`src/rtl/csa_tree_pipe_acc.sv`:
```
// csa_tree_pipe_acc
//   Pipelined Wallace-style 3:2 carry-save reduction of N operands, followed by
//   a registered carry-propagate add that feeds a first/last framed accumulator.
//   A single global stall (adv) freezes every register while a result is held
//   and downstream is not ready.
//
// Ports
//   clk, rst            rising-edge clock, synchronous active-high reset
//   in_valid/in_ready   upstream handshake; in_ready = adv
//   in_data             N operands, operand k = in_data[k*W +: W]
//   in_signed           per-beat sign extension select (1 = two's complement)
//   in_first/in_last    accumulation frame delimiters
//   out_valid/out_ready downstream handshake
//   out_data            frame sum, OW = W + clog2(N) + ACC_BITS bits
//   out_ovf             sticky frame overflow, rule chosen by the last beat
module csa_tree_pipe_acc #(
    parameter int unsigned N         = 9,
    parameter int unsigned W         = 8,
    parameter int unsigned REG_EVERY = 2,
    parameter int unsigned ACC_BITS  = 8
) (
    input  logic                              clk,
    input  logic                              rst,
    input  logic                              in_valid,
    output logic                              in_ready,
    input  logic [N*W-1:0]                    in_data,
    input  logic                              in_signed,
    input  logic                              in_first,
    input  logic                              in_last,
    output logic                              out_valid,
    input  logic                              out_ready,
    output logic [W+$clog2(N)+ACC_BITS-1:0]   out_data,
    output logic                              out_ovf
);

    // Rows remaining after lvl levels of 3:2 compression.
    function automatic int unsigned rows_at(input int unsigned lvl);
        int unsigned r;
        r = N;
        for (int unsigned i = 0; i < lvl; i++) r = 2 * (r / 3) + r % 3;
        return r;
    endfunction

    function automatic int unsigned levels_for(input int unsigned n);
        int unsigned r;
        int unsigned l;
        r = n;
        l = 0;
        while (r > 2) begin
            r = 2 * (r / 3) + r % 3;
            l++;
        end
        return l;
    endfunction

    localparam int unsigned LOGN   = $clog2(N);
    localparam int unsigned OW     = W + LOGN + ACC_BITS;
    localparam int unsigned LEVELS = levels_for(N);

    logic adv;
    assign adv      = out_ready | ~out_valid;
    assign in_ready = adv;

    // Operand extension to the full accumulator width.
    logic [OW-1:0] ext_rows [N];
    logic [3:0]    side0;   // {valid, signed, first, last}

    assign side0 = {in_valid, in_signed, in_first, in_last};

    for (genvar k = 0; k < N; k++) begin : g_ext
        logic [W-1:0] op;
        assign op          = in_data[k*W +: W];
        assign ext_rows[k] = {{(OW-W){in_signed & op[W-1]}}, op};
    end

    // One generate block per CSA level; each is registered at every
    // REG_EVERY-th level and at the last level, otherwise it is pure wiring.
    for (genvar l = 0; l < LEVELS; l++) begin : g_lvl
        localparam int unsigned RI = rows_at(l);
        localparam int unsigned RO = rows_at(l + 1);
        localparam int unsigned NG = RI / 3;

        logic [OW-1:0] rows_in [RI];
        logic [OW-1:0] rows_d  [RO];
        logic [OW-1:0] rows_q  [RO];
        logic [3:0]    side_in;
        logic [3:0]    side_q;

        if (l == 0) begin : g_src
            assign rows_in = ext_rows;
            assign side_in = side0;
        end else begin : g_src
            assign rows_in = g_lvl[l-1].rows_q;
            assign side_in = g_lvl[l-1].side_q;
        end

        for (genvar g = 0; g < NG; g++) begin : g_csa
            logic [OW-1:0] a, b, c;
            assign a               = rows_in[3*g];
            assign b               = rows_in[3*g + 1];
            assign c               = rows_in[3*g + 2];
            assign rows_d[2*g]     = a ^ b ^ c;
            assign rows_d[2*g + 1] = ((a & b) | (a & c) | (b & c)) << 1;
        end

        // Rows left over from grouping by three bypass this level.
        for (genvar j = 0; j < RI % 3; j++) begin : g_pass
            assign rows_d[2*NG + j] = rows_in[3*NG + j];
        end

        if (((l + 1) % REG_EVERY == 0) || (l + 1 == LEVELS)) begin : g_reg
            always_ff @(posedge clk) begin
                if (rst) begin
                    side_q <= '0;
                end else if (adv) begin
                    side_q <= side_in;
                end
            end

            always_ff @(posedge clk) begin
                if (adv) begin
                    rows_q <= rows_d;
                end
            end
        end else begin : g_wire
            assign rows_q = rows_d;
            assign side_q = side_in;
        end
    end

    logic [OW-1:0] fin_a, fin_b;
    logic [3:0]    fin_side;

    if (LEVELS == 0) begin : g_fin
        assign fin_a    = ext_rows[0];
        assign fin_b    = ext_rows[1];
        assign fin_side = side0;
    end else begin : g_fin
        assign fin_a    = g_lvl[LEVELS-1].rows_q[0];
        assign fin_b    = g_lvl[LEVELS-1].rows_q[1];
        assign fin_side = g_lvl[LEVELS-1].side_q;
    end

    logic          fin_v, fin_s, fin_f, fin_l;
    logic [OW-1:0] tree_sum, acc, acc_sum, acc_nx;
    logic          carry, sovf;
    logic          ovf_u, ovf_s, ovf_u_nx, ovf_s_nx;

    assign {fin_v, fin_s, fin_f, fin_l} = fin_side;

    // Both overflow rules are tracked so the frame's last beat can pick one.
    always_comb begin
        tree_sum         = fin_a + fin_b;
        {carry, acc_sum} = {1'b0, acc} + {1'b0, tree_sum};
        sovf             = (acc[OW-1] == tree_sum[OW-1]) && (acc_sum[OW-1] != acc[OW-1]);
        acc_nx           = acc_sum;
        ovf_u_nx         = ovf_u | carry;
        ovf_s_nx         = ovf_s | sovf;
        if (fin_f) begin
            acc_nx   = tree_sum;
            ovf_u_nx = 1'b0;
            ovf_s_nx = 1'b0;
        end
    end

    always_ff @(posedge clk) begin
        if (rst) begin
            acc       <= '0;
            ovf_u     <= 1'b0;
            ovf_s     <= 1'b0;
            out_valid <= 1'b0;
            out_data  <= '0;
            out_ovf   <= 1'b0;
        end else if (adv) begin
            out_valid <= fin_v & fin_l;
            if (fin_v) begin
                acc   <= acc_nx;
                ovf_u <= ovf_u_nx;
                ovf_s <= ovf_s_nx;
                if (fin_l) begin
                    out_data <= acc_nx;
                    out_ovf  <= fin_s ? ovf_s_nx : ovf_u_nx;
                end
            end
        end
    end

endmodule

```
`config.mk`:
```
export PLATFORM = sky130hd
export DESIGN_NAME = csa_tree_pipe_acc
export DESIGN_NICKNAME = d
export VERILOG_FILES = /design/src/rtl/csa_tree_pipe_acc.sv
export SDC_FILE = /design/constraint.sdc
export NUM_CORES = 1
export LEC_CHECK = 0
export ABC_CLOCK_PERIOD_IN_PS = 4400
export CAP_MARGIN = 25
export CORE_ASPECT_RATIO = 1.5
export CORE_MARGIN = 5
export CORE_UTILIZATION = 52
export DETAILED_ROUTE_END_ITERATION = 10
export GPL_ROUTABILITY_DRIVEN = 0
export PLACE_DENSITY_LB_ADDON = 0.3
export SETUP_SLACK_MARGIN = 0.15
export SYNTH_ARGS = -nofsm -noshare
export SYNTH_HDL_FRONTEND = slang
export SYNTH_SLANG_ARGS = --single-unit
```
`constraint.sdc`:
```
create_clock -name clk -period 4.4 [get_ports clk]
set_clock_uncertainty 0.2 [all_clocks]
set_input_delay 0.44 -clock clk [delete_from_list [all_inputs] [get_ports clk]]
set_output_delay 0.44 -clock clk [all_outputs]
set_load 0.03 [all_outputs]
```
==> metrics <==
status=finished clean; maxcap violations=0; crit path kind=register to register; ant diodes=0; Arrival @ worst endpoint=just over 4 ns; Post-Synthesis Cell Area=0.00727 mm2; CP cell instances=ha_1 > and3_1 > a22o_1 > o2111ai_1 > o211a_1 > ha_1 > a21oi_1 > nand2_1 > a221oi_2 > o41ai_4 > xor2_2 > a221oi_2 > o41ai_2; reg2reg start=fin_a[5]; leak pwr=3.95 nW; dpl hpwl=approximately 11000 um; synth unique cells=67; flops & latches, synth=about 110; r2r worst-path depth=13; worst hold path class=register to register; Clock Latency Late Sink=between 0.4 and 0.5 ns; Pwr Total=a little under 7 mW; Core Area=0.0139 mm2; DRC violations left=0; ys async rst share=0%; synthesized instance count=689; maximum root-to-sink buffer count=2; clk slew on worst S/H paths=around 0.05 ns; final number of hold-violating endpoints=0; Port Buffers=101; fin. max-slew vios=0; post-DR wirelength/cell=15.7 um; layout cell share with drive strength beyond 1=7.83%; dpl cells=935; worst setup path endpoint=out_ovf; Post-synth top flop=edfxtp_1; initial antenna violation count=0; row cnt=between 50 and 60; warnings from Yosys=0; setup TNS=0 ns; die width=between 100 and 150 um; number of global-route vias before repair=around 5700; number of CTS-inserted buffers=17; Die Y=between 150 and 200 um; Req. time, crit path=4.46 ns; CTS Root Cell=clkbuf_16; die area=about 0.017 mm2; vias per cell=~5.5; DR vias=5347; CP max FO=6; CP Capture Type=register; Worst path max stage delay=0.43 ns; Post-CTS Hold Fix Bufs=0; Worst Max-Slew Pin Slew=slightly above 0.9 ns; fin crit period=approximately 4.1 ns; Seq/Total Area, Yosys=about 40%; Worst R2R Setup Slack=roughly 0.31 ns; Relative slew margins=between 30 and 40%; Reg2Reg Capture Point=out_ovf; Layout Nets=972; initial DRC count=241; TritonCTS clock tree=done; synthesized area per cell=about 11 um2; Hold Slack=between 0.2 and 0.3 ns; syn_nets=869; gr ovfl total=0; Top Ports=102; commonest non-fill, non-tap cell in the layout=inv_1; endpoints failing setup=0; Final period util=92.9%; Crit path max-delay family=compound AO/OA/AOI/OAI gates; Tot GR Track Use=19.4%; first-pass GRT wire length=about 26000 um; Routed WL=around 15000 um; clk sink count=between 100 and 150; non-filler instance count after layout=between 900 and 1000; Layout area overhead=26.5%; type of origin of the critical path=register; Starting Density=between 50% and 60%; max frequency=0.245 GHz; Final Util=between 60% and 70%; Worst path slowest cell=o2111ai_1; CP bufs+invs=0; CP startpoint=fin_a[5]; Peak VDD IR=~400 uV; H-tree levels=4; instance count on the critical path=13; 1st-pass router iterations=5; remaining antenna violation count=0; commonest non-fill, non-tap cells in the layout=inv_1 (104), clkdlybuf4s50_1 (101), fa_1 (67); largest net degree at the start of global routing=73; number of synthesized flops with an enable pin=62; unrepaired setup endpoints after global routing=true; power density over the cells=approximately 740 mW/mm2
## layout make-up
class | count | area [um2]
clock buffers | 24 | 513
clock inverters | 8 | 121
fillers | 1013 | 4650
inverters | 106 | 398
multi-input cells | 444 | 3960
flip-flops and latches | 114 | 2900
well taps | 165 | 206
repair buffers | 109 | 1110
## worst min-delay path, stage by stage, from the launching register on
cell and delay (ns):
dfxtp_1 0.31, nand2_1 0.05, a21oi_1 0.05
## per-layer routing
layer	vias up	global-route usage, %	part of all wire [%]
met1	2560	21.6	37
met4	0	9.57	3.3
met5	-	0	0
met3	41	3.78	5.2
met2	189	34.9	55
li1	2557	-	-
## state kept, by name, summed over array words and instances, names as in the netlist
register and flops:
g_lvl.g_csa.b 10, acc 20, out_valid 1, g_lvl.side_q 4, g_lvl.g_csa.a 10, fin_b 11
out_ovf 1, out_data 20, fin_a 12, ovf_u 1, fin_side 4, g_lvl.g_csa.c 19
ovf_s 1
## kinds of logic (layout without fill, tap and decap cells)
logic type | Yosys count | in the layout | share of synthesized area, %
adders and majority gates | 101 | 101 | 24.3
and+or+nand+nor | 166 | 166 | 10.4
muxes | 11 | 11 | 1.55
DFF | 114 | 114 | 39.9
buffers and inverters | 131 | 247 | 6.83
AOI/OAI and AO/OA | 145 | 145 | 14.5
xor gates and xnor gates | 21 | 21 | 2.53
## power by group
part           leakage, nW  internal [mW]  switching [mW]
clock network        0.311          0.982           0.470
logic                 2.55           1.55            2.19
registers             1.09           1.46           0.121
total                 3.95           3.99            2.78
## cell usage after synthesis, types with 6 or more instances
cell | number | share of area [%]
ha_1 | 34 | 5.8
nand2_1 | 51 | 2.6
edfxtp_1 | 62 | 26
inv_1 | 104 | 5.4
a21oi_1 | 35 | 2.4
and2_1 | 9 | 0.77
mux2i_1 | 9 | 1.2
a211oi_1 | 16 | 1.7
a311oi_1 | 6 | 0.72
clkbuf_1 | 22 | 1.1
o21ai_0 | 17 | 1.2
xnor2_1 | 13 | 1.6
xor2_1 | 8 | 0.96
nor2_1 | 60 | 3.1
o211ai_1 | 8 | 0.83
nor3_1 | 12 | 0.83
nand2b_1 | 6 | 0.52
a21o_1 | 6 | 0.62
o21a_1 | 8 | 0.83
dfxtp_1 | 52 | 14
fa_1 | 67 | 18
## what timing repair did
action | CTS | global route
resized for setup | 1 | 15
cloned | 0 | 0
endpoints found under the setup margin | 1 | 17
pin swaps | 0 | 3
buffers inserted | 0 | 2
## worst min-delay path by stage
| stage | slack, ns | startpoint | to | cells past startpoint |
|---|---|---|---|---|
| 2_1_floorplan | 0.23 | g_lvl[1].side_q[0] | g_lvl[1].side_q[0] | 2 |
| 3_3_place_gp | 0.24 | g_lvl[1].side_q[2] | g_lvl[1].side_q[2] | 2 |
| 3_5_place_dp | 0.25 | g_lvl[1].side_q[0] | g_lvl[1].side_q[0] | 2 |
| 4_1_cts | 0.25 | g_lvl[1].side_q[0] | g_lvl[1].side_q[0] | 2 |
| 5_1_grt | 0.28 | g_lvl[1].side_q[0] | g_lvl[1].side_q[0] | 2 |
| 6_report | 0.25 | g_lvl[1].side_q[0] | g_lvl[1].side_q[0] | 2 |
## stage by stage
| step | instance area (um2) | setup slack, ns |
|---|---|---|
| floorplan | 7270 | 0.642 |
| global placement | 8420 | 0.310 |
| detailed placement | 8450 | 0.150 |
| CTS | 9090 | 0.237 |
| global route | 9210 | 0.0232 |
| finish | 9210 | 0.311 |
Note: power is estimated with default switching activity, not from simulation.
